===== src/rtl/axi_mem_arbiter_if.sv =====
// One AXI4 port (AR/AW/W/B/R); IW is the ID width carried on this port.
// "master" drives requests and W, "slave" answers with ready, R and B.
interface axi_mem_arbiter_if #(
    parameter int ADDR_W = 32,
    parameter int DATA_W = 64,
    parameter int IW     = 5
);
    logic              ar_valid;
    logic              ar_ready;
    logic [ADDR_W-1:0] ar_addr;
    logic [IW-1:0]     ar_id;
    logic [7:0]        ar_len;
    logic [2:0]        ar_size;
    logic [1:0]        ar_burst;

    logic              aw_valid;
    logic              aw_ready;
    logic [ADDR_W-1:0] aw_addr;
    logic [IW-1:0]     aw_id;
    logic [7:0]        aw_len;
    logic [2:0]        aw_size;
    logic [1:0]        aw_burst;

    logic                w_valid;
    logic                w_ready;
    logic [DATA_W-1:0]   w_data;
    logic [DATA_W/8-1:0] w_strb;
    logic                w_last;

    logic          b_valid;
    logic          b_ready;
    logic [IW-1:0] b_id;
    logic [1:0]    b_resp;

    logic              r_valid;
    logic              r_ready;
    logic [IW-1:0]     r_id;
    logic [DATA_W-1:0] r_data;
    logic [1:0]        r_resp;
    logic              r_last;

    modport master (
        output ar_valid, ar_addr, ar_id, ar_len, ar_size, ar_burst,
        input  ar_ready,
        output aw_valid, aw_addr, aw_id, aw_len, aw_size, aw_burst,
        input  aw_ready,
        output w_valid, w_data, w_strb, w_last,
        input  w_ready,
        input  b_valid, b_id, b_resp,
        output b_ready,
        input  r_valid, r_id, r_data, r_resp, r_last,
        output r_ready
    );

    modport slave (
        input  ar_valid, ar_addr, ar_id, ar_len, ar_size, ar_burst,
        output ar_ready,
        input  aw_valid, aw_addr, aw_id, aw_len, aw_size, aw_burst,
        output aw_ready,
        input  w_valid, w_data, w_strb, w_last,
        output w_ready,
        output b_valid, b_id, b_resp,
        input  b_ready,
        output r_valid, r_id, r_data, r_resp, r_last,
        input  r_ready
    );
endinterface


===== src/rtl/axi_mem_arbiter.sv =====
// Two-master to one-slave AXI4 arbiter: round-robin AR/AW, W steered in
// AW grant order, R/B routed back by the ID MSB this block prepends.
module axi_mem_arbiter #(
    parameter int ADDR_W      = 32,
    parameter int DATA_W      = 64,
    parameter int ID_W        = 5,
    parameter int WFIFO_DEPTH = 4
) (
    input  logic              clock,
    input  logic              reset_n,
    axi_mem_arbiter_if.slave  m0,
    axi_mem_arbiter_if.slave  m1,
    axi_mem_arbiter_if.master s,
    output logic              busy
);
    localparam int PW = $clog2(WFIFO_DEPTH);
    localparam logic [PW:0]   CNT_ONE  = 1;
    localparam logic [PW:0]   CNT_FULL = (PW+1)'(WFIFO_DEPTH);
    localparam logic [PW-1:0] PTR_ONE  = 1;

    typedef enum logic {IDLE, GRANT} arb_st_e;

    arb_st_e ar_st, ar_st_nx, aw_st, aw_st_nx;
    logic    ar_gnt, ar_gnt_nx, ar_rr, ar_rr_nx;
    logic    aw_gnt, aw_gnt_nx, aw_rr, aw_rr_nx;

    logic [7:0] rd_cnt, wr_cnt;
    logic       rd_inc, rd_dec, wr_inc, wr_dec;

    logic [WFIFO_DEPTH-1:0] wq;
    logic [PW-1:0]          wr_ptr, rd_ptr;
    logic [PW:0]            wcnt;
    logic                   w_full, w_empty, w_sel, w_push, w_pop;

    logic [ADDR_W-1:0] ar_addr_m, aw_addr_m;
    logic [DATA_W-1:0] w_data_m;

    always_ff @(posedge clock or negedge reset_n) begin
        if (!reset_n) begin
            ar_st  <= IDLE;
            ar_gnt <= 1'b0;
            ar_rr  <= 1'b0;
            aw_st  <= IDLE;
            aw_gnt <= 1'b0;
            aw_rr  <= 1'b0;
        end else begin
            ar_st  <= ar_st_nx;
            ar_gnt <= ar_gnt_nx;
            ar_rr  <= ar_rr_nx;
            aw_st  <= aw_st_nx;
            aw_gnt <= aw_gnt_nx;
            aw_rr  <= aw_rr_nx;
        end
    end

    // rr = 0 favours m0 when both request; it flips to the loser on handshake
    always_comb begin
        ar_st_nx    = ar_st;
        ar_gnt_nx   = ar_gnt;
        ar_rr_nx    = ar_rr;
        s.ar_valid  = 1'b0;
        m0.ar_ready = 1'b0;
        m1.ar_ready = 1'b0;
        unique case (ar_st)
            IDLE: begin
                if ((m0.ar_valid || m1.ar_valid) && rd_cnt != 8'hFF) begin
                    ar_gnt_nx = (m0.ar_valid && m1.ar_valid) ? ar_rr : m1.ar_valid;
                    ar_st_nx  = GRANT;
                end
            end
            GRANT: begin
                s.ar_valid  = 1'b1;
                m0.ar_ready = !ar_gnt && s.ar_ready;
                m1.ar_ready = ar_gnt && s.ar_ready;
                if (s.ar_ready) begin
                    ar_st_nx = IDLE;
                    ar_rr_nx = !ar_gnt;
                end
            end
            default: ;
        endcase
    end

    always_comb begin
        aw_st_nx    = aw_st;
        aw_gnt_nx   = aw_gnt;
        aw_rr_nx    = aw_rr;
        s.aw_valid  = 1'b0;
        m0.aw_ready = 1'b0;
        m1.aw_ready = 1'b0;
        unique case (aw_st)
            IDLE: begin
                if ((m0.aw_valid || m1.aw_valid) && !w_full && wr_cnt != 8'hFF) begin
                    aw_gnt_nx = (m0.aw_valid && m1.aw_valid) ? aw_rr : m1.aw_valid;
                    aw_st_nx  = GRANT;
                end
            end
            GRANT: begin
                s.aw_valid  = 1'b1;
                m0.aw_ready = !aw_gnt && s.aw_ready;
                m1.aw_ready = aw_gnt && s.aw_ready;
                if (s.aw_ready) begin
                    aw_st_nx = IDLE;
                    aw_rr_nx = !aw_gnt;
                end
            end
            default: ;
        endcase
    end

    assign ar_addr_m  = ar_gnt ? m1.ar_addr : m0.ar_addr;
    assign s.ar_addr  = ar_addr_m;
    assign s.ar_id    = {ar_gnt, ar_gnt ? m1.ar_id : m0.ar_id};
    assign s.ar_len   = ar_gnt ? m1.ar_len : m0.ar_len;
    assign s.ar_size  = ar_gnt ? m1.ar_size : m0.ar_size;
    assign s.ar_burst = ar_gnt ? m1.ar_burst : m0.ar_burst;

    assign aw_addr_m  = aw_gnt ? m1.aw_addr : m0.aw_addr;
    assign s.aw_addr  = aw_addr_m;
    assign s.aw_id    = {aw_gnt, aw_gnt ? m1.aw_id : m0.aw_id};
    assign s.aw_len   = aw_gnt ? m1.aw_len : m0.aw_len;
    assign s.aw_size  = aw_gnt ? m1.aw_size : m0.aw_size;
    assign s.aw_burst = aw_gnt ? m1.aw_burst : m0.aw_burst;

    // W grant FIFO: one bit per accepted AW naming the master owing the data
    assign w_full  = (wcnt == CNT_FULL);
    assign w_empty = (wcnt == '0);
    assign w_sel   = wq[rd_ptr];
    assign w_push  = s.aw_valid && s.aw_ready;
    assign w_pop   = s.w_valid && s.w_ready && s.w_last;

    assign w_data_m    = w_sel ? m1.w_data : m0.w_data;
    assign s.w_data    = w_data_m;
    assign s.w_strb    = w_sel ? m1.w_strb : m0.w_strb;
    assign s.w_last    = w_sel ? m1.w_last : m0.w_last;
    assign s.w_valid   = !w_empty && (w_sel ? m1.w_valid : m0.w_valid);
    assign m0.w_ready  = !w_empty && !w_sel && s.w_ready;
    assign m1.w_ready  = !w_empty && w_sel && s.w_ready;

    always_ff @(posedge clock or negedge reset_n) begin
        if (!reset_n) begin
            wq     <= '0;
            wr_ptr <= '0;
            rd_ptr <= '0;
            wcnt   <= '0;
        end else begin
            if (w_push) begin
                wq[wr_ptr] <= aw_gnt;
                wr_ptr     <= wr_ptr + PTR_ONE;
            end
            if (w_pop)
                rd_ptr <= rd_ptr + PTR_ONE;
            unique case ({w_push, w_pop})
                2'b10:   wcnt <= wcnt + CNT_ONE;
                2'b01:   wcnt <= wcnt - CNT_ONE;
                default: ;
            endcase
        end
    end

    // Return paths are gated by reset so no valid/ready leaks out during it
    assign m0.r_valid = reset_n && s.r_valid && !s.r_id[ID_W];
    assign m1.r_valid = reset_n && s.r_valid && s.r_id[ID_W];
    assign s.r_ready  = reset_n && (s.r_id[ID_W] ? m1.r_ready : m0.r_ready);
    assign m0.r_id    = s.r_id[ID_W-1:0];
    assign m1.r_id    = s.r_id[ID_W-1:0];
    assign m0.r_data  = s.r_data;
    assign m1.r_data  = s.r_data;
    assign m0.r_resp  = s.r_resp;
    assign m1.r_resp  = s.r_resp;
    assign m0.r_last  = s.r_last;
    assign m1.r_last  = s.r_last;

    assign m0.b_valid = reset_n && s.b_valid && !s.b_id[ID_W];
    assign m1.b_valid = reset_n && s.b_valid && s.b_id[ID_W];
    assign s.b_ready  = reset_n && (s.b_id[ID_W] ? m1.b_ready : m0.b_ready);
    assign m0.b_id    = s.b_id[ID_W-1:0];
    assign m1.b_id    = s.b_id[ID_W-1:0];
    assign m0.b_resp  = s.b_resp;
    assign m1.b_resp  = s.b_resp;

    assign rd_inc = s.ar_valid && s.ar_ready;
    assign rd_dec = s.r_valid && s.r_ready && s.r_last;
    assign wr_inc = s.aw_valid && s.aw_ready;
    assign wr_dec = s.b_valid && s.b_ready;

    always_ff @(posedge clock or negedge reset_n) begin
        if (!reset_n) begin
            rd_cnt <= '0;
            wr_cnt <= '0;
            busy   <= 1'b0;
        end else begin
            unique case ({rd_inc, rd_dec})
                2'b10:   rd_cnt <= rd_cnt + 8'd1;
                2'b01:   rd_cnt <= rd_cnt - 8'd1;
                default: ;
            endcase
            unique case ({wr_inc, wr_dec})
                2'b10:   wr_cnt <= wr_cnt + 8'd1;
                2'b01:   wr_cnt <= wr_cnt - 8'd1;
                default: ;
            endcase
            busy <= (ar_st != IDLE) || (aw_st != IDLE) || !w_empty ||
                    (rd_cnt != '0) || (wr_cnt != '0);
        end
    end
endmodule


===== src/flat_wrapper.sv =====
// flat-port wrapper written by rule: the top's interface ports become plain ports
module axi_mem_arbiter_flat 
#(
    parameter int ADDR_W      = 32,
    parameter int DATA_W      = 64,
    parameter int ID_W        = 5,
    parameter int WFIFO_DEPTH = 4
)
  (clock, reset_n, busy, m0_ar_valid, m0_ar_addr, m0_ar_id, m0_ar_len, m0_ar_size, m0_ar_burst, m0_ar_ready, m0_aw_valid, m0_aw_addr, m0_aw_id, m0_aw_len, m0_aw_size, m0_aw_burst, m0_aw_ready, m0_w_valid, m0_w_data, m0_w_strb, m0_w_last, m0_w_ready, m0_b_valid, m0_b_id, m0_b_resp, m0_b_ready, m0_r_valid, m0_r_id, m0_r_data, m0_r_resp, m0_r_last, m0_r_ready, m1_ar_valid, m1_ar_addr, m1_ar_id, m1_ar_len, m1_ar_size, m1_ar_burst, m1_ar_ready, m1_aw_valid, m1_aw_addr, m1_aw_id, m1_aw_len, m1_aw_size, m1_aw_burst, m1_aw_ready, m1_w_valid, m1_w_data, m1_w_strb, m1_w_last, m1_w_ready, m1_b_valid, m1_b_id, m1_b_resp, m1_b_ready, m1_r_valid, m1_r_id, m1_r_data, m1_r_resp, m1_r_last, m1_r_ready, s_ar_valid, s_ar_addr, s_ar_id, s_ar_len, s_ar_size, s_ar_burst, s_ar_ready, s_aw_valid, s_aw_addr, s_aw_id, s_aw_len, s_aw_size, s_aw_burst, s_aw_ready, s_w_valid, s_w_data, s_w_strb, s_w_last, s_w_ready, s_b_valid, s_b_id, s_b_resp, s_b_ready, s_r_valid, s_r_id, s_r_data, s_r_resp, s_r_last, s_r_ready);
  axi_mem_arbiter_if #(.ADDR_W(ADDR_W), .DATA_W(DATA_W), .IW(5)) m0_i ();
  axi_mem_arbiter_if #(.ADDR_W(ADDR_W), .DATA_W(DATA_W), .IW(5)) m1_i ();
  axi_mem_arbiter_if #(.ADDR_W(ADDR_W), .DATA_W(DATA_W), .IW(6)) s_i ();
  input  logic clock;
  input  logic reset_n;
  output logic busy;
  input wire logic [$bits(m0_i.ar_valid)-1:0] m0_ar_valid;
  input wire logic [$bits(m0_i.ar_addr)-1:0] m0_ar_addr;
  input wire logic [$bits(m0_i.ar_id)-1:0] m0_ar_id;
  input wire logic [$bits(m0_i.ar_len)-1:0] m0_ar_len;
  input wire logic [$bits(m0_i.ar_size)-1:0] m0_ar_size;
  input wire logic [$bits(m0_i.ar_burst)-1:0] m0_ar_burst;
  output wire logic [$bits(m0_i.ar_ready)-1:0] m0_ar_ready;
  input wire logic [$bits(m0_i.aw_valid)-1:0] m0_aw_valid;
  input wire logic [$bits(m0_i.aw_addr)-1:0] m0_aw_addr;
  input wire logic [$bits(m0_i.aw_id)-1:0] m0_aw_id;
  input wire logic [$bits(m0_i.aw_len)-1:0] m0_aw_len;
  input wire logic [$bits(m0_i.aw_size)-1:0] m0_aw_size;
  input wire logic [$bits(m0_i.aw_burst)-1:0] m0_aw_burst;
  output wire logic [$bits(m0_i.aw_ready)-1:0] m0_aw_ready;
  input wire logic [$bits(m0_i.w_valid)-1:0] m0_w_valid;
  input wire logic [$bits(m0_i.w_data)-1:0] m0_w_data;
  input wire logic [$bits(m0_i.w_strb)-1:0] m0_w_strb;
  input wire logic [$bits(m0_i.w_last)-1:0] m0_w_last;
  output wire logic [$bits(m0_i.w_ready)-1:0] m0_w_ready;
  output wire logic [$bits(m0_i.b_valid)-1:0] m0_b_valid;
  output wire logic [$bits(m0_i.b_id)-1:0] m0_b_id;
  output wire logic [$bits(m0_i.b_resp)-1:0] m0_b_resp;
  input wire logic [$bits(m0_i.b_ready)-1:0] m0_b_ready;
  output wire logic [$bits(m0_i.r_valid)-1:0] m0_r_valid;
  output wire logic [$bits(m0_i.r_id)-1:0] m0_r_id;
  output wire logic [$bits(m0_i.r_data)-1:0] m0_r_data;
  output wire logic [$bits(m0_i.r_resp)-1:0] m0_r_resp;
  output wire logic [$bits(m0_i.r_last)-1:0] m0_r_last;
  input wire logic [$bits(m0_i.r_ready)-1:0] m0_r_ready;
  input wire logic [$bits(m1_i.ar_valid)-1:0] m1_ar_valid;
  input wire logic [$bits(m1_i.ar_addr)-1:0] m1_ar_addr;
  input wire logic [$bits(m1_i.ar_id)-1:0] m1_ar_id;
  input wire logic [$bits(m1_i.ar_len)-1:0] m1_ar_len;
  input wire logic [$bits(m1_i.ar_size)-1:0] m1_ar_size;
  input wire logic [$bits(m1_i.ar_burst)-1:0] m1_ar_burst;
  output wire logic [$bits(m1_i.ar_ready)-1:0] m1_ar_ready;
  input wire logic [$bits(m1_i.aw_valid)-1:0] m1_aw_valid;
  input wire logic [$bits(m1_i.aw_addr)-1:0] m1_aw_addr;
  input wire logic [$bits(m1_i.aw_id)-1:0] m1_aw_id;
  input wire logic [$bits(m1_i.aw_len)-1:0] m1_aw_len;
  input wire logic [$bits(m1_i.aw_size)-1:0] m1_aw_size;
  input wire logic [$bits(m1_i.aw_burst)-1:0] m1_aw_burst;
  output wire logic [$bits(m1_i.aw_ready)-1:0] m1_aw_ready;
  input wire logic [$bits(m1_i.w_valid)-1:0] m1_w_valid;
  input wire logic [$bits(m1_i.w_data)-1:0] m1_w_data;
  input wire logic [$bits(m1_i.w_strb)-1:0] m1_w_strb;
  input wire logic [$bits(m1_i.w_last)-1:0] m1_w_last;
  output wire logic [$bits(m1_i.w_ready)-1:0] m1_w_ready;
  output wire logic [$bits(m1_i.b_valid)-1:0] m1_b_valid;
  output wire logic [$bits(m1_i.b_id)-1:0] m1_b_id;
  output wire logic [$bits(m1_i.b_resp)-1:0] m1_b_resp;
  input wire logic [$bits(m1_i.b_ready)-1:0] m1_b_ready;
  output wire logic [$bits(m1_i.r_valid)-1:0] m1_r_valid;
  output wire logic [$bits(m1_i.r_id)-1:0] m1_r_id;
  output wire logic [$bits(m1_i.r_data)-1:0] m1_r_data;
  output wire logic [$bits(m1_i.r_resp)-1:0] m1_r_resp;
  output wire logic [$bits(m1_i.r_last)-1:0] m1_r_last;
  input wire logic [$bits(m1_i.r_ready)-1:0] m1_r_ready;
  output wire logic [$bits(s_i.ar_valid)-1:0] s_ar_valid;
  output wire logic [$bits(s_i.ar_addr)-1:0] s_ar_addr;
  output wire logic [$bits(s_i.ar_id)-1:0] s_ar_id;
  output wire logic [$bits(s_i.ar_len)-1:0] s_ar_len;
  output wire logic [$bits(s_i.ar_size)-1:0] s_ar_size;
  output wire logic [$bits(s_i.ar_burst)-1:0] s_ar_burst;
  input wire logic [$bits(s_i.ar_ready)-1:0] s_ar_ready;
  output wire logic [$bits(s_i.aw_valid)-1:0] s_aw_valid;
  output wire logic [$bits(s_i.aw_addr)-1:0] s_aw_addr;
  output wire logic [$bits(s_i.aw_id)-1:0] s_aw_id;
  output wire logic [$bits(s_i.aw_len)-1:0] s_aw_len;
  output wire logic [$bits(s_i.aw_size)-1:0] s_aw_size;
  output wire logic [$bits(s_i.aw_burst)-1:0] s_aw_burst;
  input wire logic [$bits(s_i.aw_ready)-1:0] s_aw_ready;
  output wire logic [$bits(s_i.w_valid)-1:0] s_w_valid;
  output wire logic [$bits(s_i.w_data)-1:0] s_w_data;
  output wire logic [$bits(s_i.w_strb)-1:0] s_w_strb;
  output wire logic [$bits(s_i.w_last)-1:0] s_w_last;
  input wire logic [$bits(s_i.w_ready)-1:0] s_w_ready;
  input wire logic [$bits(s_i.b_valid)-1:0] s_b_valid;
  input wire logic [$bits(s_i.b_id)-1:0] s_b_id;
  input wire logic [$bits(s_i.b_resp)-1:0] s_b_resp;
  output wire logic [$bits(s_i.b_ready)-1:0] s_b_ready;
  input wire logic [$bits(s_i.r_valid)-1:0] s_r_valid;
  input wire logic [$bits(s_i.r_id)-1:0] s_r_id;
  input wire logic [$bits(s_i.r_data)-1:0] s_r_data;
  input wire logic [$bits(s_i.r_resp)-1:0] s_r_resp;
  input wire logic [$bits(s_i.r_last)-1:0] s_r_last;
  output wire logic [$bits(s_i.r_ready)-1:0] s_r_ready;
  assign m0_i.ar_valid = m0_ar_valid;
  assign m0_i.ar_addr = m0_ar_addr;
  assign m0_i.ar_id = m0_ar_id;
  assign m0_i.ar_len = m0_ar_len;
  assign m0_i.ar_size = m0_ar_size;
  assign m0_i.ar_burst = m0_ar_burst;
  assign m0_ar_ready = m0_i.ar_ready;
  assign m0_i.aw_valid = m0_aw_valid;
  assign m0_i.aw_addr = m0_aw_addr;
  assign m0_i.aw_id = m0_aw_id;
  assign m0_i.aw_len = m0_aw_len;
  assign m0_i.aw_size = m0_aw_size;
  assign m0_i.aw_burst = m0_aw_burst;
  assign m0_aw_ready = m0_i.aw_ready;
  assign m0_i.w_valid = m0_w_valid;
  assign m0_i.w_data = m0_w_data;
  assign m0_i.w_strb = m0_w_strb;
  assign m0_i.w_last = m0_w_last;
  assign m0_w_ready = m0_i.w_ready;
  assign m0_b_valid = m0_i.b_valid;
  assign m0_b_id = m0_i.b_id;
  assign m0_b_resp = m0_i.b_resp;
  assign m0_i.b_ready = m0_b_ready;
  assign m0_r_valid = m0_i.r_valid;
  assign m0_r_id = m0_i.r_id;
  assign m0_r_data = m0_i.r_data;
  assign m0_r_resp = m0_i.r_resp;
  assign m0_r_last = m0_i.r_last;
  assign m0_i.r_ready = m0_r_ready;
  assign m1_i.ar_valid = m1_ar_valid;
  assign m1_i.ar_addr = m1_ar_addr;
  assign m1_i.ar_id = m1_ar_id;
  assign m1_i.ar_len = m1_ar_len;
  assign m1_i.ar_size = m1_ar_size;
  assign m1_i.ar_burst = m1_ar_burst;
  assign m1_ar_ready = m1_i.ar_ready;
  assign m1_i.aw_valid = m1_aw_valid;
  assign m1_i.aw_addr = m1_aw_addr;
  assign m1_i.aw_id = m1_aw_id;
  assign m1_i.aw_len = m1_aw_len;
  assign m1_i.aw_size = m1_aw_size;
  assign m1_i.aw_burst = m1_aw_burst;
  assign m1_aw_ready = m1_i.aw_ready;
  assign m1_i.w_valid = m1_w_valid;
  assign m1_i.w_data = m1_w_data;
  assign m1_i.w_strb = m1_w_strb;
  assign m1_i.w_last = m1_w_last;
  assign m1_w_ready = m1_i.w_ready;
  assign m1_b_valid = m1_i.b_valid;
  assign m1_b_id = m1_i.b_id;
  assign m1_b_resp = m1_i.b_resp;
  assign m1_i.b_ready = m1_b_ready;
  assign m1_r_valid = m1_i.r_valid;
  assign m1_r_id = m1_i.r_id;
  assign m1_r_data = m1_i.r_data;
  assign m1_r_resp = m1_i.r_resp;
  assign m1_r_last = m1_i.r_last;
  assign m1_i.r_ready = m1_r_ready;
  assign s_ar_valid = s_i.ar_valid;
  assign s_ar_addr = s_i.ar_addr;
  assign s_ar_id = s_i.ar_id;
  assign s_ar_len = s_i.ar_len;
  assign s_ar_size = s_i.ar_size;
  assign s_ar_burst = s_i.ar_burst;
  assign s_i.ar_ready = s_ar_ready;
  assign s_aw_valid = s_i.aw_valid;
  assign s_aw_addr = s_i.aw_addr;
  assign s_aw_id = s_i.aw_id;
  assign s_aw_len = s_i.aw_len;
  assign s_aw_size = s_i.aw_size;
  assign s_aw_burst = s_i.aw_burst;
  assign s_i.aw_ready = s_aw_ready;
  assign s_w_valid = s_i.w_valid;
  assign s_w_data = s_i.w_data;
  assign s_w_strb = s_i.w_strb;
  assign s_w_last = s_i.w_last;
  assign s_i.w_ready = s_w_ready;
  assign s_i.b_valid = s_b_valid;
  assign s_i.b_id = s_b_id;
  assign s_i.b_resp = s_b_resp;
  assign s_b_ready = s_i.b_ready;
  assign s_i.r_valid = s_r_valid;
  assign s_i.r_id = s_r_id;
  assign s_i.r_data = s_r_data;
  assign s_i.r_resp = s_r_resp;
  assign s_i.r_last = s_r_last;
  assign s_r_ready = s_i.r_ready;
  axi_mem_arbiter #(.ADDR_W(ADDR_W), .DATA_W(DATA_W), .ID_W(ID_W), .WFIFO_DEPTH(WFIFO_DEPTH)) u_core (.clock(clock), .reset_n(reset_n), .m0(m0_i), .m1(m1_i), .s(s_i), .busy(busy));
endmodule

===== config.mk =====
export PLATFORM = sky130hd
export DESIGN_NAME = axi_mem_arbiter_flat
export DESIGN_NICKNAME = d
export VERILOG_FILES = /design/src/rtl/axi_mem_arbiter_if.sv /design/src/rtl/axi_mem_arbiter.sv /design/src/flat_wrapper.sv
export SDC_FILE = /design/constraint.sdc
export NUM_CORES = 1
export LEC_CHECK = 0
export ABC_AREA = 1
export CORE_AREA = 3 3 304 306
export CTS_CLUSTER_DIAMETER = 30
export DETAILED_ROUTE_END_ITERATION = 10
export DIE_AREA = 0 0 307 309
export PLACE_DENSITY = 0.3
export SLEW_MARGIN = 30
export SYNTH_ARGS = -nofsm -noshare
export SYNTH_HDL_FRONTEND = slang
export SYNTH_SLANG_ARGS = --single-unit

===== constraint.sdc =====
create_clock -name clock -period 2.55 [get_ports clock]
set_input_delay 0.6375 -clock clock [delete_from_list [all_inputs] [get_ports clock]]
set_output_delay 0.6375 -clock clock [all_outputs]
set_load 0.005 [all_outputs]

After elaboration in Yosys (flattened, before gate mapping)

Cells that the tools add are included.

Flip-flop bits (word level): 34
Word-level logic and storage cells: 126
Input bits: 444
Output and inout port bits: 349

Order comparisons: 3
Bitwise gates (word level): 2
Add/subtract/negate cells: 8
Reduce and logical (&&, ||, !) cells: 53
Equality and inequality tests: 9
Multiplexer cells: 38

Operator list:

| cell                                                                          | number |
|---|---|
| 32-bit 2-to-1 mux                                                             | 2 |
| 64-bit 2-to-1 mux                                                             | 1 |
| 8-bit case mux with 2 select lines                                            | 2 |
| 1-bit logical AND                                                             | 30 |
| 8-bit 2-to-1 mux                                                              | 3 |
| 1-bit 2-to-1 mux                                                              | 18 |
| 8-bit by 1-bit adder with 8-bit output (second input constant)                | 2 |
| 8-bit inequality test (second input constant)                                 | 2 |
| 8-bit nonzero test                                                            | 2 |
| 8-bit by 1-bit subtractor with 8-bit output (second input constant)           | 2 |
| 5-bit 2-to-1 mux                                                              | 2 |
| 2-bit AND reduction                                                           | 4 |
| 1-bit zero test                                                               | 7 |
| 2-bit by 1-bit equality test with 1-bit output (second input constant)        | 3 |
| 2-bit equality test (second input constant)                                   | 3 |
| 1-bit logical OR                                                              | 6 |
| 2-bit by 3-bit less-than comparator with 1-bit output (second input constant) | 2 |
| 3-bit 2-to-1 mux                                                              | 2 |
| 3-bit case mux with 2 select lines                                            | 1 |
| 2-bit nonzero test                                                            | 3 |
| 2-bit by 1-bit adder with 2-bit output (second input constant)                | 2 |
| 4-bit bitwise mux                                                             | 1 |
| 2-bit 2-to-1 mux                                                              | 2 |
| 1-bit case mux with 2 select lines                                            | 2 |
| 8 further kinds                                                               | 9 |

Depth between registers and ports, before layout

Gate-level depths: netlist of run 1.

Depth in word-level cells: 8
Gate-level depth with buffers: 15
Gate-level depth less buffers: 15

Worst setup path after synthesis of run 1

Ideal clock, no wire load.

Path kind: input-to-reg
Start: input s_r_id[5]
End: register u_core.rd_cnt[6]
Slack: 107 ps
Data arrival time: 2326 ps
Buffers on the path: 0
Library setup time: 117 ps
Cell stages on the path: 15
Data required time: 2433 ps
Cells stage by stage: inv_1 nor2_1 nor2_1 and3_1 ha_1 inv_1 fa_1 inv_1 nand3_1 nand2_1 nand3_1 nand2_1 nand2_1 nand3_1 nand2_1

Cells in the longest elaborated chain, start to end: 6
Elaborated cells on any way between the ends: 8
Those cells by class: eq/ne: 2; mux: 2; reduce/logical: 4

Ends and longest elaborated chain:

| what                                                                                  | RTL line               | RTL |
|---|---|---|
| start: declaration                                                                    | flat_wrapper.sv:98     | `input wire logic [$bits(s_i.r_id)-1:0] s_r_id;` |
| 1-bit 2-to-1 mux (*)                                                                  | axi_mem_arbiter.sv:164 | `assign s.r_ready = reset_n && (s.r_id[ID_W] ? m1.r_ready : m0.r_ready);` |
| 1-bit logical AND (*)                                                                 | axi_mem_arbiter.sv:164 |  |
| via s_r_ready                                                                         | flat_wrapper.sv:102    | `output wire logic [$bits(s_i.r_ready)-1:0] s_r_ready;` |
| 1-bit logical AND (*) (2 in a row)                                                    | axi_mem_arbiter.sv:183 | `assign rd_dec = s.r_valid && s.r_ready && s.r_last;` |
| 2-bit by 1-bit equality test with 1-bit output or 2-bit equality test (tied branches) | axi_mem_arbiter.sv:193 | `unique case ({rd_inc, rd_dec})` |
| 8-bit case mux with 2 select lines or 2-bit nonzero test (tied branches)              | --                     |  |
| end signal: assignment                                                                | axi_mem_arbiter.sv:194 | `2'b10: rd_cnt <= rd_cnt + 8'd1;` |
| end signal: assignment                                                                | axi_mem_arbiter.sv:195 | `2'b01: rd_cnt <= rd_cnt - 8'd1;` |
| end: declaration                                                                      | axi_mem_arbiter.sv:27  | `logic [7:0] rd_cnt, wr_cnt;` |

The timed path passes the listed nets; every way through them passes the cells marked *.
A chain may end at the register's enable or synchronous reset.

Worst setup path in the final report of run 1

Start: register u_core.rd_ptr[0]
End: output s_w_data[33]

Cells in the longest elaborated chain, start to end: 3

Ends and longest elaborated chain:

| what                                      | RTL line               | RTL |
|---|---|---|
| start: declaration                        | axi_mem_arbiter.sv:31  | `logic [PW-1:0] wr_ptr, rd_ptr;` |
| start signal: assignment                  | axi_mem_arbiter.sv:152 | `rd_ptr <= rd_ptr + PTR_ONE;` |
| 1-bit binary-select mux with 2-bit select | axi_mem_arbiter.sv:128 | `assign w_sel = wq[rd_ptr];` |
| 1-bit 2-to-1 mux (implied by the code)    | axi_mem_arbiter.sv:128 |  |
| 64-bit 2-to-1 mux                         | axi_mem_arbiter.sv:132 | `assign w_data_m = w_sel ? m1.w_data : m0.w_data;` |
| end: declaration                          | flat_wrapper.sv:89     | `output wire logic [$bits(s_i.w_data)-1:0] s_w_data;` |

Every way passes these cells. The select of a mux whose other input is x is not followed.

==> results.toml, run 1 <==
[global_route]
grt_use_total_pct = 9.56
grt_antenna_before_repair = 8
grt_pass1_vias = 7719
grt_pass1_wl_um = 63800
grt_max_degree = 54
overflow = 0

[worst_setup_path]
crit_chain = "inv_2 -> nand2_2 -> nand3_4 -> nand2_8 -> buf_12 -> buf_12 -> buf_8 -> buf_6 -> mux2_4 -> buf_6"
arrival_ns = 1.98
cp.required_ns = 1.91
slowest_delay_ns = 0.42
crit_end = "s_w_data[33]"
critPathSlowestCell = "dfrtp_1"
rr_worst_depth = 16
worstReg2RegEnd = "u_core.wcnt[2]"
critPathLaunch = "u_core.rd_ptr[0]"
timing_worst_setup_path_type = "reg2out"
worstPathMaxFanout = 6
crit_path_end_kind = "output port"
crit_path_start_kind = "register"
regToRegStartpoint = "u_core.rd_ptr[0]"
r2r_setup_slack_ns = 0.17

[final_layout]
fillCellCount = 10230
drive_above_1_share_pct = 26.1
final_cell_mix = "clkdlybuf4s50_1 (409), nand2_1 (351), buf_6 (72), mux2_4 (63), buf_4 (62)"
post-route-util_pct = 14.8
layout_commonest_cell = "clkdlybuf4s50_1"
nets = 1810
syn_to_final_growth_pct = 131

[die]
die_area_sq_um = 94900
start_util_pct = 6.42
fp.dieH_um = 309
rows = 110
die_w_um = 307
core_area_sq_um = 89900
pin_count = 793

[power_and_ir_drop]
p_leak_nw = 6.10
power_density_nw_per_um2 = 928
total_power_mw = 12.4
ir_drop_uv = 314

[synth]
yosys.area_share.adder_pct = 5.16
synth_edf_count = 0
syn-num-nets = 1319
ys.flop_type = "dfrtp_1"
yosys_warnings = 0
synth_simple_gate_area_share_pct = 30.3
synthMuxAreaShare_pct = 16.5
synthCells = 853
synth_compound_gate_area_share_pct = 4.53
synth_area_sq_um = 5770
ys_types = 33
yosysSeqAreaShare_pct = 14.7
synth-xor-area-share_pct = 1.37
syn_area_per_cell_sq_um = 6.77
netlist.area_leader.share_pct = 23.8
async_flop_share_pct = 100
synthTopCellsByArea = "nand2_1 (24%), buf_4 (21%), dfrtp_1 (15%), mux2_4 (9.9%), mux2_2 (6.6%)"
synth_top_family_by_area = "simple AND/OR/NAND/NOR gates"
synth_seq_cells = 34
synth_area_leader_cell = "nand2_1"

[cts]
htreeDepth = 2
cts_hold_repair.buffers = 0
clkLatencyLatePin_ns = 0.28
cts_tree = "yes"
clkTransAtPathRegs_ns = 0.06
cts_buffer_depth = 2
cts_buffers = 5
cts.sinks = 34
cts_root_buf = "clkbuf_16"

[sta]
max_freq_mhz = 381
maxSlewViolCount = 0
fin_skew_ns = 0.00623
rsz0062_at_grt = "true"
period_minus_slack_ns = 2.62
slew_headroom_pct = 65.3
tns_ns = -0.232
min_period_over_period_pct = 103
tightestPinTransition_ns = 0.515
finalSetupViolCount = 7
finalHoldViolations = 0
whs_ns = 0.479
setup_ws_ns = -0.0717

[drt]
finalWirelength_um = 49200
vias_per_cell = 2.95
drt_iter0_markers = 270
first_pass_iters = 4
ant_nets = 0
drcViolationCount = 0
num_vias = 7454
route.detailed.wl_per_inst_um = 19.5

[flow_run]
maxCapViolations = 0

[status]
status = "complete, but fails checks"
violations = "setup timing"

[place]
numPortBuffers = 558
gp_congestion = 0.771
dp_hpwl_um = 41100
dp_slack_ns = -0.710

[hold_path]
hold_class = "reg2reg"
==> worst min-delay path by stage <==
stage	startpoint	to	slack (ns)	cells after the start
detailed placement	u_core.wcnt[0]	u_core.wcnt[0]	0.47	1
global route	u_core.wcnt[0]	u_core.wcnt[0]	0.50	1
CTS	u_core.wcnt[0]	u_core.wcnt[0]	0.48	1
finish	u_core.wcnt[0]	u_core.wcnt[0]	0.48	1
floorplan	reset_n	u_core.ar_gnt	0.34	0
global placement	u_core.wcnt[0]	u_core.wcnt[0]	0.47	1
==> sequential cells by signal, indices dropped and copies added, names as in the netlist <==
name and flops:
u_core.busy 1, u_core.wr_ptr 2, u_core.ar_rr 1, u_core.aw_rr 1, u_core.aw_gnt 1, u_core.aw_st 1, u_core.wcnt 3, u_core.rd_cnt 8
u_core.wq 4, u_core.ar_st 1, u_core.wr_cnt 8, u_core.rd_ptr 2, u_core.ar_gnt 1
==> per-stage QoR <==
step	std cells	cell area [sq um]
floorplan	853	5770
global placement	2456	12000
detailed placement	2456	12000
CTS	2510	13000
global route	2521	13300
finish	2525	13300
==> Yosys cell counts, types with 2 or more instances <==
library cell / n
nor3_1: 6
nand4_1: 8
inv_1: 43
nand3b_1: 2
xnor2_1: 5
mux2_4: 38
a21o_1: 3
nor4_1: 5
a21boi_0: 3
buf_12: 5
mux2_2: 34
nand3_2: 3
clkbuf_1: 23
nand2_1: 366
nand2_2: 2
buf_4: 163
nand3_1: 19
ha_1: 19
o21ai_0: 28
nor2_1: 13
dfrtp_1: 34
nand2_4: 2
a21oi_1: 14
xor2_1: 4
fa_1: 3
==> cells by family (layout without fill, tap and decap cells) <==
group | Yosys count | count (layout)
DFF | 34 | 34
and+or+nand+nor | 430 | 430
other | 0 | 4
xor gates and xnor gates | 9 | 9
muxes | 72 | 72
adders and majority gates | 22 | 22
AOI/OAI and AO/OA | 49 | 49
buffers and inverters | 237 | 729
==> power by group <==
part / switching (mW) / total [mW] / internal, mW / leakage [nW]
combinational: 4.67 / 10.5 / 5.83 / 5.60
sequential: 0.275 / 1.06 / 0.789 / 0.414
clock: 0.254 / 0.816 / 0.562 / 0.0940
==> worst max-delay path, delay by kind of cell (launching register included) <==
family,cells,cell delay [ns]
buf+inv,6,0.72
flops,1,0.42
mux,1,0.29
simple gates,3,0.27
==> layer usage <==
layer | GRT usage (%) | wire length (um)
met4 | 1.74 | 748
met1 | 10.7 | 19200
met2 | 16.8 | 23500
met5 | 0 | 12
met3 | 4.29 | 5750
==> layout make-up <==
class / instances / area [sq um] / area share (%)
repair buffers: 676 / 6910 / 51.8
multi-input cells: 582 / 3720 / 27.9
well taps: 1176 / 1470 / 11.0
flip-flops and latches: 34 / 853 / 6.40
inverters: 45 / 184 / 1.38
clock buffers: 5 / 125 / 0.938
clock inverters: 3 / 68.8 / 0.516
diodes: 4 / 10.0 / 0.0750
==> what timing repair did <==
action	in CTS	in global routing
buffers inserted	37	15
gates cloned	9	3
setup endpoints to repair	143	130
resized for setup	413	124
pin swaps	14	17
No activity file was read; power rests on OpenSTA's default activity.
==> inputs of run 2 (changes only) <==
- ABC_CLOCK_PERIOD_IN_PS: not set -> 3200
- CORE_AREA: 3 3 304 306 -> 3 3 311 313
- DIE_AREA: 0 0 307 309 -> 0 0 314 316
- TNS_END_PERCENT: not set -> 30
- clock period: 2.55 -> 3.2 ns (I/O delays scaled with it)
==> run 2 against run 1 <==
  * The run now ends clean
  * Clock power is 31% lower
  * Global-route usage is 0.093 points lower
  * Clock skew up 0.0024 ns
  * Sequential power is 22% lower
  * Critical endpoint is now s_w_strb[0]
  * Via count is 6.8% lower
  * Die area rose by 4.6%
  * Sequential cell count did not move
  * Worst setup slack better by 0.17 ns
  * Combinational power down 36%
  * Power down 34%
  * Critical path type unchanged
  * First-iteration DRC count fell by 0.74%
==> results.toml, run 2 (synthesis results as in run 1) <==
[global_route]
grt_pass1_wl_um = 64200
grt_pass1_vias = 7245
grt_antenna_before_repair = 10
overflow = 0
grt_use_total_pct = 9.47
grt_max_degree = 55

[cts]
clkLatencyLatePin_ns = 0.29
cts.sinks = 34
cts_buffers = 5
cts_tree = "yes"
clkTransAtPathRegs_ns = 0.06
cts_root_buf = "clkbuf_16"
htreeDepth = 2
cts_buffer_depth = 2

[worst_setup_path]
rr_worst_depth = 15
crit_path_end_kind = "output port"
arrival_ns = 2.30
crit_end = "s_w_strb[0]"
regToRegStartpoint = "u_core.rd_ptr[0]"
critPathSlowestCell = "clkdlybuf4s50_1"
slowest_delay_ns = 0.49
r2r_setup_slack_ns = 0.55
crit_path_start_kind = "register"
critPathLaunch = "u_core.rd_ptr[0]"
crit_chain = "inv_1 -> nand2_1 -> nand3_2 -> nand2_8 -> buf_16 -> mux2_2 -> clkdlybuf4s50_1"
worstPathMaxFanout = 23
worstReg2RegEnd = "u_core.wcnt[2]"
timing_worst_setup_path_type = "reg2out"
cp.required_ns = 2.40

[drt]
drt_iter0_markers = 268
drcViolationCount = 0
route.detailed.wl_per_inst_um = 19.7
finalWirelength_um = 49900
ant_nets = 0
vias_per_cell = 2.75
num_vias = 6946
first_pass_iters = 4

[die]
fp.dieH_um = 316
die_area_sq_um = 99200
die_w_um = 314
core_area_sq_um = 94600
start_util_pct = 6.10
pin_count = 793
rows = 113

[power_and_ir_drop]
p_leak_nw = 5.17
ir_drop_uv = 287
power_density_nw_per_um2 = 666

[final_layout]
reg_top3 = "u_core.rd_cnt x8, u_core.wr_cnt x8, u_core.wq x4"
drive_above_1_share_pct = 11.5
final_cell_mix = "clkdlybuf4s50_1 (532), nand2_1 (366), inv_1 (43), mux2_4 (38), mux2_2 (34)"
syn_to_final_growth_pct = 112
nets = 1723
layout_commonest_cell = "clkdlybuf4s50_1"

[sta]
max_freq_mhz = 323
slew_headroom_pct = 68.1
tightestPinTransition_ns = 0.473
min_period_over_period_pct = 96.9
finalSetupViolCount = 0
whs_ns = 0.476
tns_ns = 0
fin_skew_ns = 0.00867
finalHoldViolations = 0
period_minus_slack_ns = 3.10
maxSlewViolCount = 0

[place]
dp_hpwl_um = 45800
numPortBuffers = 558
gp_congestion = 0.782

[hold_path]
min_from = "u_core.wcnt[0]"
hold_class = "reg2reg"

[flow_run]
maxCapViolations = 0

[status]
status = "complete, no violations"
[run 2: cell count changes in the layout (fill, tap and decap cells not counted), moves of 14 or more]
cell,previous run,this run
clkdlybuf4s50_1,409,532
buf_6,72,1
dlygate4sd2_1,48,1
buf_4,62,27
mux2_2,9,34
mux2_4,63,38
clkbuf_2,16,0
buf_2,16,1
nand2_1,351,366
nand2_2,16,2
[run 2: area by class of cell]
cell class / instances / area [sq um]
Antenna cell: 7 / 17.5
Clock buffer: 7 / 133
Clock inverter: 1 / 30.0
Fill cell: 10843 / 82400
Inverter: 45 / 169
Multi-Input combinational cell: 582 / 3360
Sequential cell: 34 / 853
Tap cell: 1265 / 1580
Timing Repair Buffer: 589 / 6070
[run 2: metrics by stage]
stage | std cells | power (mW) | util [%] | worst slack [ns] | area (sq um)
4_1_cts | 2520 | 8.37 | 12.8 | 0.000194 | 12100
3_5_place_dp | 2512 | 7.73 | 12.7 | -0.228 | 12000
6_report | 2530 | 8.14 | 12.9 | 0.100 | 12200
5_1_grt | 2524 | 8.82 | 12.9 | -0.0293 | 12200
3_3_place_gp | 2512 | 7.72 | 12.7 | -0.145 | 12000
2_1_floorplan | 853 | 3.77 | - | 0.594 | 5770
[run 2: worst min-delay path by stage]
stage	end	depth (start not counted)
final	u_core.wcnt[0]	1
after global routing	u_core.wcnt[0]	1
after CTS	u_core.wcnt[0]	1
after detailed placement	u_core.wcnt[0]	1
after global placement	u_core.wcnt[1]	2
after floorplan	u_core.wcnt[0]	1
[run 2: worst max-delay path, delay by kind of cell, from the launching register on]
family	cells	cell delay, ns
buf+inv	3	0.79
simple gates	3	0.42
mux	1	0.39
flops	1	0.39
[run 2: what timing repair did]
| action | in CTS | in global routing |
|---|---|---|
| pin swaps | 0 | 1 |
| resized for setup | 2 | 9 |
| hold buffers | 0 | 0 |
| buffers inserted | 0 | 3 |
| setup endpoints to repair | 13 | 34 |
[run 2: power breakdown]
group / total, mW / leakage, nW / internal [mW] / switching (mW)
registers: 0.826 / 0.414 / 0.629 / 0.197
logic: 6.75 / 4.67 / 3.53 / 3.22
clock network: 0.566 / 0.0782 / 0.369 / 0.198
total: 8.14 / 5.17 / 4.53 / 3.61
[run 2: layer usage]
layer | up-vias | track usage (%) | share of wire, %
li1 | 3352 | - | -
met1 | 3015 | 10.4 | 38
met2 | 524 | 16.0 | 47
met3 | 53 | 5.26 | 14
met4 | 2 | 1.85 | 1.8
met5 | - | 0 | 0.026
==> inputs of run 3 (changes only) <==
- PLACE_DENSITY: 0.3 -> not set
- PLACE_DENSITY_LB_ADDON: not set -> 0.05
==> run 3 against run 2 <==
  * Cell area decreased by 1.1%
  * Routed wire length is 19% lower
  * Power fell by 10%
  * Critical endpoint is now m1_aw_ready
  * Largest power group unchanged
==> results.toml, run 3 (synthesis results as in run 1) <==
[hold_path]
hold_class = "reg2reg"

[worst_setup_path]
worstPathMaxFanout = 3
crit_cells = 5
critical_path.most_common_cell = "clkdlybuf4s50_1"
rr_worst_depth = 15
r2r_setup_slack_ns = 0.57
timing_worst_setup_path_type = "in2out"
crit_end = "m1_aw_ready"
crit_chain = "clkdlybuf4s50_1 -> nand2_2 -> buf_4 -> nor2_1 -> clkdlybuf4s50_1"
slowest_delay_ns = 0.54
regToRegStartpoint = "u_core.rd_ptr[0]"
critPathLaunch = "s_aw_ready"
path_buf_inv = 3
crit_path_end_kind = "output port"
arrival_ns = 2.27
critPathSlowestCell = "clkdlybuf4s50_1"
cpLargestDelayFamily = "buffers and inverters"
crit_path_start_kind = "input pin"
worstReg2RegEnd = "u_core.wcnt[2]"
cp.required_ns = 2.40

[global_route]
grt_use_total_pct = 7.58
grt_max_degree = 55
grt_pass1_vias = 6931
overflow = 0
grt_pass1_wl_um = 53800
grt_antenna_before_repair = 13

[drt]
first_pass_iters = 4
wl_met2_um = 21000
drcViolationCount = 0
finalWirelength_um = 40300
drt_iter0_markers = 164
wl_met1_um = 14300
vias_per_cell = 2.64
wl_met3_um = 4330
route.detailed.wl_per_inst_um = 15.9
ant_nets = 0
maxUsedRoutingLayer = "met5"
num_vias = 6672

[die]
die_area_sq_um = 99200
start_util_pct = 6.10
core_area_sq_um = 94600
pin_count = 793
fp.dieH_um = 316
die_w_um = 314
rows = 113

[sta]
slew_headroom_pct = 64.2
maxSlewViolCount = 0
finalSetupViolCount = 0
tns_ns = 0
rsz0062_at_grt = "false"
fin_skew_ns = 0.00927
min_period_over_period_pct = 96.1
finalHoldViolations = 0
tightestPinTransition_ns = 0.538
period_minus_slack_ns = 3.07
max_freq_mhz = 325
whs_ns = 0.484

[cts]
cts_root_buf = "clkbuf_16"
cts_buffer_depth = 2
clkLatencyLatePin_ns = 0.29
cts.sinks = 34
cts_tree = "yes"
clkTransAtPathRegs_ns = 0.07
htreeDepth = 2
cts_buffers = 5
cts_setup_buffers = 0

[final_layout]
final_cell_mix = "clkdlybuf4s50_1 (554), nand2_1 (364), inv_1 (43), mux2_4 (38), mux2_2 (34)"
reg_top3 = "u_core.rd_cnt x8, u_core.wr_cnt x8, u_core.wq x4"
layout_commonest_cell = "clkdlybuf4s50_1"
syn_to_final_growth_pct = 109
nets = 1730
drive_above_1_share_pct = 11.0

[status]
status = "complete, no violations"

[power_and_ir_drop]
p_leak_nw = 5.08
power_density_nw_per_um2 = 606
ir_drop_uv = 265

[place]
gp_congestion = 0.739
numPortBuffers = 558
dp_hpwl_um = 35300

[flow_run]
maxCapViolations = 0
-- run 3: what timing repair did --
item / 4_1_cts / 5_1_grt
pin swaps: 0 / 0
gates resized for setup: 2 / 11
hold buffers: 0 / 0
setup endpoints to repair: 1 / 13
-- run 3: area by class of cell --
| type | count | area (sq um) |
|---|---|---|
| antenna | 2 | 5.00 |
| clock buffer | 6 | 139 |
| clock inverter | 2 | 12.5 |
| fill | 10862 | 82500 |
| inverter | 45 | 169 |
| multi-input combinational | 582 | 3370 |
| sequential | 34 | 855 |
| tap | 1265 | 1580 |
| timing repair buffer | 596 | 5940 |
-- run 3: routing by layer --
layer | track usage, % | up-vias
li1 | - | 3361
met1 | 7.76 | 2868
met2 | 14.3 | 379
met3 | 3.17 | 54
met4 | 1.61 | 10
met5 | 0 | -
-- run 3: metrics by stage --
step	area, sq um	power (mW)	worst slack [ns]	utilization [%]	instances
final	12100	7.31	0.125	12.8	2532
after global routing	12100	8.02	0.0208	12.8	2530
after CTS	12000	7.59	0.0113	12.7	2530
after detailed placement	11900	7.01	-0.291	12.6	2522
after global placement	11900	7.13	-0.247	12.6	2522
after floorplan	5770	3.77	0.594	-	853
-- run 3: worst register-to-register path, delay by kind of cell, from the launching register on --
family	cells	cell delay [ns]
AOI/OAI and AO/OA	2	0.25
DFF	1	0.40
xor gates and xnor gates	1	0.15
and+or+nand+nor	6	0.65
buffers and inverters	4	0.48
adders and majority gates	2	0.58
-- run 3: worst min path at each step --
| stage | startpoint | slack [ns] | endpoint | cells past startpoint |
|---|---|---|---|---|
| finish | u_core.wcnt[0] | 0.48 | u_core.wcnt[0] | 1 |
| global route | u_core.wcnt[0] | 0.49 | u_core.wcnt[0] | 1 |
| global placement | u_core.wcnt[0] | 0.47 | u_core.wcnt[0] | 1 |
| detailed placement | u_core.wcnt[0] | 0.47 | u_core.wcnt[0] | 1 |
| CTS | u_core.wcnt[0] | 0.49 | u_core.wcnt[0] | 1 |
| floorplan | u_core.wcnt[0] | 0.45 | u_core.wcnt[0] | 1 |
-- run 3: power breakdown --
group          total (mW)  leakage, nW  internal, mW  switching [mW]
Clock               0.522       0.0729         0.309           0.213
Combinational        5.95         4.59          3.37            2.58
Sequential          0.841        0.412         0.630           0.211
